--- config.mk ---
export PLATFORM = sky130hd
export DESIGN_NAME = mq_coder_ctrl
export DESIGN_NICKNAME = d
export VERILOG_FILES = /design/src/rtl/mq_pkg.sv /design/src/rtl/mq_coder_ctrl_table.sv /design/src/rtl/mq_coder_ctrl.sv
export SDC_FILE = /design/constraint.sdc
export NUM_CORES = 1
export LEC_CHECK = 0
export CAP_MARGIN = 25
export CORE_MARGIN = 4
export CORE_UTILIZATION = 40
export DETAILED_ROUTE_END_ITERATION = 8
export GPL_TIMING_DRIVEN = 0
export SYNTH_ARGS = -nofsm -noshare
export SYNTH_HDL_FRONTEND = slang
export SYNTH_SLANG_ARGS = --single-unit
--- constraint.sdc ---
create_clock -name clk -period 2.4 [get_ports clk]
set_input_delay 0.48 -clock clk [delete_from_list [all_inputs] [get_ports clk]]
set_output_delay 0.48 -clock clk [all_outputs]
set_load 0.02 [all_outputs]
--- src/rtl/mq_pkg.sv ---
// Shared types and constants for the MQ coder control slice.
// Context numbering, initial Qe indices and FSM state encoding.
package mq_pkg;

    localparam int NUM_CTX = 19;

    localparam logic [3:0] CT_INIT = 4'd12;

    localparam logic [5:0] IDX_UNI = 6'd46;
    localparam logic [5:0] IDX_RL  = 6'd3;
    localparam logic [5:0] IDX_ZC0 = 6'd4;

    localparam logic [4:0] CX_ZC0  = 5'd0;
    localparam logic [4:0] CX_UNI  = 5'd17;
    localparam logic [4:0] CX_RL   = 5'd18;
    localparam logic [4:0] CX_LAST = 5'(NUM_CTX - 1);

    typedef enum logic [2:0] {
        INIT,
        IDLE,
        FETCH,
        CODE,
        CT_UPD,
        BYTEOUT,
        FLUSH,
        DONE
    } state_t;

    // Segment-start Qe index of a context
    function automatic logic [5:0] init_idx(
        input logic [4:0] cx
    );
        logic [5:0] r;
        r = 6'd0;
        if (cx == CX_ZC0) r = IDX_ZC0;
        if (cx == CX_UNI) r = IDX_UNI;
        if (cx == CX_RL)  r = IDX_RL;
        return r;
    endfunction

endpackage

--- src/rtl/mq_coder_ctrl_table.sv ---
// Per-context Qe index / MPS store.
// Init walk and coding write-back share one write port; read is registered.
module mq_ctx_table
    import mq_pkg::*;
(
    input  logic       clk,
    input  logic       init_en,
    input  logic [4:0] init_addr,
    input  logic       wr_en,
    input  logic [4:0] wr_addr,
    input  logic [5:0] wr_idx,
    input  logic       wr_mps,
    input  logic       rd_en,
    input  logic [4:0] rd_addr,
    output logic [5:0] rd_idx,
    output logic       rd_mps
);

    logic [5:0] idx_mem [NUM_CTX];
    logic       mps_mem [NUM_CTX];

    // Init walk has priority; it never overlaps a coding write
    always_ff @(posedge clk) begin
        if (init_en) begin
            idx_mem[init_addr] <= init_idx(init_addr);
            mps_mem[init_addr] <= 1'b0;
        end else if (wr_en) begin
            idx_mem[wr_addr] <= wr_idx;
            mps_mem[wr_addr] <= wr_mps;
        end
    end

    // Registered read, data valid the cycle after rd_en
    always_ff @(posedge clk) begin
        if (rd_en) begin
            rd_idx <= idx_mem[rd_addr];
            rd_mps <= mps_mem[rd_addr];
        end
    end

endmodule

--- src/rtl/mq_coder_ctrl.sv ---
// MQ coder control: context fetch, IU drive, CT renormalisation,
// byte-out sequencing and end-of-segment flush.
module mq_coder_ctrl
    import mq_pkg::*;
(
    input  logic       clk,
    input  logic       rst,
    input  logic       in_valid,
    output logic       in_ready,
    input  logic [4:0] in_cx,
    input  logic       in_d,
    input  logic       in_last,
    output logic [5:0] pe_index,
    input  logic       pe_switch,
    output logic       mps_coding,
    output logic [5:0] qe_index_pre,
    output logic       iu_en,
    output logic       iu_flush,
    input  logic [3:0] iu_lz,
    input  logic [5:0] iu_sel_index,
    output logic       set_ct,
    output logic [3:0] ct,
    output logic       bo_req,
    output logic       bo_flush,
    input  logic       bo_ack,
    input  logic       bo_stuff,
    output logic       done
);

    state_t     state;
    logic [4:0] init_addr;
    logic [4:0] cx_q;
    logic       d_q;
    logic       last_q;
    logic       mps_q;
    logic [3:0] shift_rem;
    logic       fcnt;

    logic [4:0] rd_cx;
    logic       rd_en;
    logic [5:0] rd_idx;
    logic       rd_mps;
    logic       wr_mps;

    // Out-of-range contexts fold onto context 0
    assign rd_cx  = (in_cx <= CX_LAST) ? in_cx : CX_ZC0;
    assign rd_en  = (state == IDLE) && in_valid;
    assign wr_mps = mps_q ^ (~mps_coding & pe_switch);

    mq_ctx_table u_table (
        .clk       (clk),
        .init_en   (state == INIT),
        .init_addr (init_addr),
        .wr_en     (state == CODE),
        .wr_addr   (cx_q),
        .wr_idx    (iu_sel_index),
        .wr_mps    (wr_mps),
        .rd_en     (rd_en),
        .rd_addr   (rd_cx),
        .rd_idx    (rd_idx),
        .rd_mps    (rd_mps)
    );

    // Control FSM with registered outputs
    always_ff @(posedge clk) begin
        if (rst) begin
            state        <= INIT;
            init_addr    <= 5'd0;
            in_ready     <= 1'b0;
            iu_en        <= 1'b0;
            iu_flush     <= 1'b1;
            bo_req       <= 1'b0;
            bo_flush     <= 1'b0;
            set_ct       <= 1'b0;
            done         <= 1'b0;
            ct           <= CT_INIT;
            pe_index     <= 6'd0;
            qe_index_pre <= 6'd0;
            mps_coding   <= 1'b0;
            cx_q         <= 5'd0;
            d_q          <= 1'b0;
            last_q       <= 1'b0;
            mps_q        <= 1'b0;
            shift_rem    <= 4'd0;
            fcnt         <= 1'b0;
        end else begin
            set_ct <= 1'b0;
            done   <= 1'b0;
            unique case (state)
                INIT: begin
                    iu_flush <= 1'b0;
                    if (init_addr == CX_LAST) begin
                        init_addr <= 5'd0;
                        in_ready  <= 1'b1;
                        state     <= IDLE;
                    end else begin
                        init_addr <= init_addr + 5'd1;
                    end
                end
                IDLE: begin
                    if (in_valid) begin
                        cx_q     <= rd_cx;
                        d_q      <= in_d;
                        last_q   <= in_last;
                        in_ready <= 1'b0;
                        state    <= FETCH;
                    end
                end
                FETCH: begin
                    pe_index     <= rd_idx;
                    qe_index_pre <= rd_idx;
                    mps_q        <= rd_mps;
                    mps_coding   <= (d_q == rd_mps);
                    iu_en        <= 1'b1;
                    state        <= CODE;
                end
                CODE: begin
                    iu_en     <= 1'b0;
                    shift_rem <= iu_lz;
                    state     <= CT_UPD;
                end
                CT_UPD: begin
                    if (shift_rem < ct) begin
                        ct <= ct - shift_rem;
                        if (last_q) begin
                            bo_req   <= 1'b1;
                            bo_flush <= 1'b1;
                            fcnt     <= 1'b0;
                            state    <= FLUSH;
                        end else begin
                            in_ready <= 1'b1;
                            state    <= IDLE;
                        end
                    end else begin
                        shift_rem <= shift_rem - ct;
                        ct        <= 4'd0;
                        bo_req    <= 1'b1;
                        state     <= BYTEOUT;
                    end
                end
                BYTEOUT: begin
                    if (bo_ack) begin
                        ct     <= bo_stuff ? 4'd7 : 4'd8;
                        set_ct <= 1'b1;
                        bo_req <= 1'b0;
                        state  <= CT_UPD;
                    end
                end
                FLUSH: begin
                    if (bo_req && bo_ack) begin
                        bo_req <= 1'b0;
                        if (fcnt) begin
                            bo_flush <= 1'b0;
                            done     <= 1'b1;
                            iu_flush <= 1'b1;
                            ct       <= CT_INIT;
                            set_ct   <= 1'b1;
                            state    <= DONE;
                        end else begin
                            fcnt <= 1'b1;
                        end
                    end else if (!bo_req) begin
                        bo_req <= 1'b1;
                    end
                end
                DONE: begin
                    iu_flush  <= 1'b0;
                    init_addr <= 5'd0;
                    state     <= INIT;
                end
                default: state <= INIT;
            endcase
        end
    end

endmodule

* Word-level counts from Yosys, hierarchy flattened
Memory sizes are Yosys's and may differ from the RTL's. A register that Yosys moved wholly into a read port is not among the register bits. Index checks and enable logic that the tools add are counted.
Word-level totals: bits in registers 39, bits in writable memories 133, input bits 23, output and inout port bits 24, logic and storage cells 133, memories 2
Operators by class: add/subtract/negate cells 3, order comparisons 2, eq/ne operators 20, muxes and demuxes 60, bitwise logic cells 4, reductions and logical operators 24
Memory list:
- u_table.idx_mem | words 19, bits a word 6, rd ports 1, clocked after memory_dff 1, wr ports 1, line mq_coder_ctrl_table.sv:19 | logic [5:0] idx_mem [NUM_CTX];
- u_table.mps_mem | words 19, bits a word 1, rd ports 1, clocked after memory_dff 1, wr ports 1, line mq_coder_ctrl_table.sv:20 | logic mps_mem [NUM_CTX];
Operators by type and width (number):
- 1-bit two-way mux | 27
- 3-bit two-way mux | 8
- 4-bit two-way mux | 6
- 6-bit two-way mux | 4
- 3-bit case mux with 8 select lines | 1
- 5-bit two-way mux | 4
- 2-bit != test (second input constant) | 9
- 5-bit AND reduction | 3
- 3-bit equality test (second input constant) | 4
- 4-bit case mux with 3 select lines | 1
- 5-bit equality test (second input constant) | 2
- 1-bit case mux with 2 select lines | 5
- 5-bit case mux with 2 select lines | 1
- 2-bit nonzero test | 5
- 4-bit case mux with 2 select lines | 1
- 4-bit AND reduction | 2
- 4-bit subtractor | 2
- 3-bit by 2-bit equality test with 1-bit output (second input constant) | 2
- 1-bit case mux with 3 select lines | 2
- 3-bit AND reduction | 2
- 3-bit nonzero test | 2
- 6-bit OR reduction | 1
- 5-bit by 1-bit adder with 5-bit output (second input constant) | 1
- 5-bit <= comparator (second input constant) | 1
- other kinds (13) | 17

* Longest topological paths before layout
depth in word-level cells 6, depth in mapped cells 8, gate-level depth less buffers 8

* Hierarchy
A second synthesis with hierarchy kept.
Second synthesis, totals: cell total of the unflattened synthesis 574, area, all modules 7970.1 um2
By module, submodules not included:
- mq_ctx_table | instances 1, cells each 312, area an instance 5778.0 um2, sequential area each 4204.0 um2
- mq_coder_ctrl | instances 1, cells each 262, area an instance 2192.1 um2, sequential area each 780.7 um2

* Least setup slack after synthesis
Ideal clock, no wire load.
kind reg-to-reg, start reg init_addr[0], end mem u_table.idx_mem[0][2] (data pin), setup time 353 ps, arrival time 1823 ps, required time 2047 ps, slack 224 ps, cell stages (with the launch flop) 7, path buffers 0, cell sequence dfxtp_1 -> inv_1 -> ha_1 -> nand3b_1 -> o21ai_0 -> nand2_1 -> o21ai_0
On the way: longest elaborated chain between the ends 6, elaborated cells between the ends (all ways) 8
Ends and longest elaborated chain:
- start: declaration | line mq_coder_ctrl.sv:31 | logic [4:0] init_addr;
- start signal: assignment | line mq_coder_ctrl.sv:97 | init_addr <= init_addr + 5'd1;
- 5-bit zero test | line mq_pkg.sv:35 | if (cx == CX_ZC0) r = IDX_ZC0;
- 3-bit two-way mux | line mq_pkg.sv:35
- 6-bit two-way mux | line mq_pkg.sv:36 | if (cx == CX_UNI) r = IDX_UNI;
- 6-bit two-way mux * | line mq_pkg.sv:37 | if (cx == CX_RL) r = IDX_RL;
- 6-bit two-way mux * | line mq_coder_ctrl_table.sv:24 | if (init_en) begin
- 6-bit two-way mux (no source line) *
- end: declaration | line mq_coder_ctrl_table.sv:19
Every way passes the cells marked *; elsewhere a longest branch is shown, timed or not. The select of a mux whose other input is x is not followed.

* Worst setup path after layout
start in in_cx[3], end reg u_table.rd_idx[3], read port of u_table.idx_mem (data pin)
On the way: longest elaborated chain between the ends 2
Ends and longest elaborated chain:
- start: declaration | line mq_coder_ctrl.sv:10 | input logic [4:0] in_cx,
- 5-bit <= comparator | line mq_coder_ctrl.sv:46 | assign rd_cx = (in_cx <= CX_LAST) ? in_cx : CX_ZC0;
- 5-bit two-way mux * | line mq_coder_ctrl.sv:46
- end: declaration | line mq_coder_ctrl_table.sv:15 | output logic [5:0] rd_idx,
Every way passes the cells marked *; elsewhere a longest branch is shown, timed or not. A chain may end at the register's enable or synchronous reset.

==> flow_metrics.tcl <==
set metrics [dict create \
    status "finished clean" \
    r2r-end "u_table.idx_mem[16][2]$_DFFE_PP_" \
    layout_commonest_cell "edfxtp_1" \
    worstSetupStartpoint "in_cx[3]" \
    die_height_um 150.3 \
    cp.required_ps 2570 \
    path_max_fanout 10 \
    whs_ps 478.3 \
    fin_skew_ps 12.69 \
    reg2reg_slack_ps 90 \
    core.rowCount 51 \
    grt.total_usage 0.1869 \
    path_class "input pin to register" \
    grt-ovfl-total 0 \
    clockRootBuffer "clkbuf_16" \
    peakVddDrop_mv 0.6356 \
    wl_per_cell_um 20.34 \
    grt_max_degree 20 \
    cts_tree "built" \
    port_buffers 42 \
    tightestPinTransition_ps 942.4 \
    drtIter0Drc 594 \
    finalMaxSlewViolations 0 \
    clkTransAtPathRegs_ps 70 \
    clock_sinks 179 \
    max_freq_mhz 422.5 \
    ios 47 \
    core_region_area_sq_um 19650 \
    dominantRegCellSynth "edfxtp_1" \
    clk_path_buf_depth 2 \
    post-dp-hpwl_um 14770 \
    num_vias 5757 \
    hold_viol 0 \
    die_w_um 150.3 \
    cp_cell_sequence "clkdlybuf4s50_1, buf_6, or4b_4, o22ai_2, a2bb2oi_2, a221oi_1, o32a_1" \
    synth_fp_nets 716 \
    rr_worst_depth 6 \
    synth-edff-count 140 \
    cap_viol_max_count 0 \
    netlist-cell-type-count 65 \
    critical_path.startpoint_type "input pin" \
    hold_class "register to register" \
    utilization 0.4948 \
    synth_seq_area_share 0.6159 \
    fin_crit_ps 2367 \
    avgSynthCellArea_sq_um 11.90 \
    die_area_sq_um 22580 \
    setup_viol 0 \
    drive_above_1_share 0.1601 \
    wl_um 20770 \
    dp.cells 990 \
    antenna_left 0 \
    r2r_start "state[2]$_SDFFE_PP0P_" \
    antenna_found_initial 0 \
    mostFrequentLayoutCells "140 x edfxtp_1, 55 x nor2_1, 54 x nand2_1" \
    grt_pass1_vias 5484 \
    fin_nets 779 \
    yosysWarnings 0 \
    end_kind "register" \
    grt_pass1_wl_um 31670 \
    syn_to_final_growth_pct 20.14 \
    route.detailed.vias_per_inst 5.639 \
    arrival_ps 2540 \
    htreeDepth 4 \
    layout.cells.non_filler 1021 \
    place_congestion 0.9081 \
    slowest_delay_ps 560 \
    slowest_stage "or4b_4" \
    power.density_nw_per_um2 683.5 \
    synth_async_sr_flop_share 0 \
    diodes 0 \
    leakagePower_nw 3.463 \
    clock_latency_ps 440 \
    numCtsBuffers 17 \
    drtPass1Iterations 5 \
    netlist_area_sq_um 8094 \
    syn_inst 680 \
    ys_ff_latch 179 \
    start_util 0.4118 \
    finalCritPeriodShare 0.9862 \
    relSlewSlack 0.3716 \
    crit_path_end "u_table.rd_idx[3]$_DFFE_PP_" \
    drcViolationCount 0 \
]
[final cells by class]
type,count,area [sq um]
plain buffers,44,259.0
clock buffers,21,440.4
clock inverters,11,128.9
fillers,1798,9930
inverters,27,101.3
multi-input cells,427,3009
flip-flops and latches,179,4985
well taps,265,331.6
repair buffers,47,469.2
[logic make-up after synthesis]
family          after synthesis  synth area share
compound gates              157            0.1425
xor+xnor                      4          0.004329
fa+ha+maj                    13           0.02195
buf+inv                      74           0.04081
flops                       179            0.6159
mux                          41           0.05117
simple gates                212            0.1234
[cells in the mapped netlist (10+ instances only)]
| library cell | n | area [sq um] |
|---|---|---|
| dfxtp_1 | 39 | 780.8 |
| o21ai_0 | 28 | 140.1 |
| mux2i_1 | 38 | 380.4 |
| a21oi_1 | 37 | 185.2 |
| ha_1 | 11 | 137.6 |
| nor2b_1 | 10 | 62.56 |
| nand2_1 | 58 | 217.7 |
| nand3_1 | 17 | 85.08 |
| nor3_1 | 10 | 50.05 |
| nor2_1 | 75 | 281.5 |
| edfxtp_1 | 140 | 4204 |
| inv_1 | 27 | 101.4 |
| clkbuf_1 | 25 | 93.84 |
[timing repair]
item	CTS	global route
gates cloned	0	0
endpoints found under the setup margin	245	246
buffers inserted	2	0
hold buffers	0	0
pin swaps	3	5
resized for setup	46	41
[report_power, final]
group | switching, W | internal [W] | total [W]
Clock | 0.00119 | 0.00154 | 0.00273
Combinational | 0.000329 | 0.000189 | 0.000518
Sequential | 0.0000193 | 0.00338 | 0.00340
Total | 0.00153 | 0.00511 | 0.00665
[metrics by stage]
step	setup TNS [ps]	power (W)	area, sq um	setup WS (ps)
2_1_floorplan	0	0.003740	8094	223.9
3_3_place_gp	-95680	0.003910	8846	-1252
3_5_place_dp	-46050	0.003918	8887	-996.2
4_1_cts	-1027	0.006624	9582	-61.54
5_1_grt	-180.9	0.006848	9724	-11.39
6_report	0	0.006646	9724	33.09
[sequential cells by signal (all words and copies together) (netlist names)]
register and flops:
u_table.idx_mem 114, u_table.mps_mem 19, qe_index_pre 6, u_table.rd_idx 6, cx_q 5, init_addr 5
ct 4, shift_rem 4, state 3, bo_flush 1, bo_req 1, d_q 1
done 1, fcnt 1, in_ready 1, iu_en 1, iu_flush 1, last_q 1
mps_coding 1, mps_q 1, set_ct 1, u_table.rd_mps 1
[metal layers]
layer | wire, um | GRT usage
met5 | 0 | 0
met4 | 378 | 0.05947
met1 | 9693 | 0.2709
met2 | 9501 | 0.2893
met3 | 1196 | 0.02980
[worst max-delay path: cells and delay by family]
kind / cells / cell delay (ps)
buffers and inverters: 2 / 640
AOI/OAI and AO/OA: 4 / 850
and+or+nand+nor: 1 / 560
[how the worst min path moves through the flow]
| stage | start | to | cells after the start |
|---|---|---|---|
| floorplan | d_q$_SDFFE_PP0P_ | d_q$_SDFFE_PP0P_ | 2 |
| global placement | u_table.rd_idx[0]$_DFFE_PP_ | qe_index_pre[0]$_SDFFE_PP0P_ | 2 |
| global route | rst | bo_req$_SDFFE_PP0P_ | 3 |
| CTS | d_q$_SDFFE_PP0P_ | d_q$_SDFFE_PP0P_ | 2 |
| detailed placement | d_q$_SDFFE_PP0P_ | d_q$_SDFFE_PP0P_ | 2 |
| finish | d_q$_SDFFE_PP0P_ | d_q$_SDFFE_PP0P_ | 2 |
No activity file was read; power rests on OpenSTA's default activity.
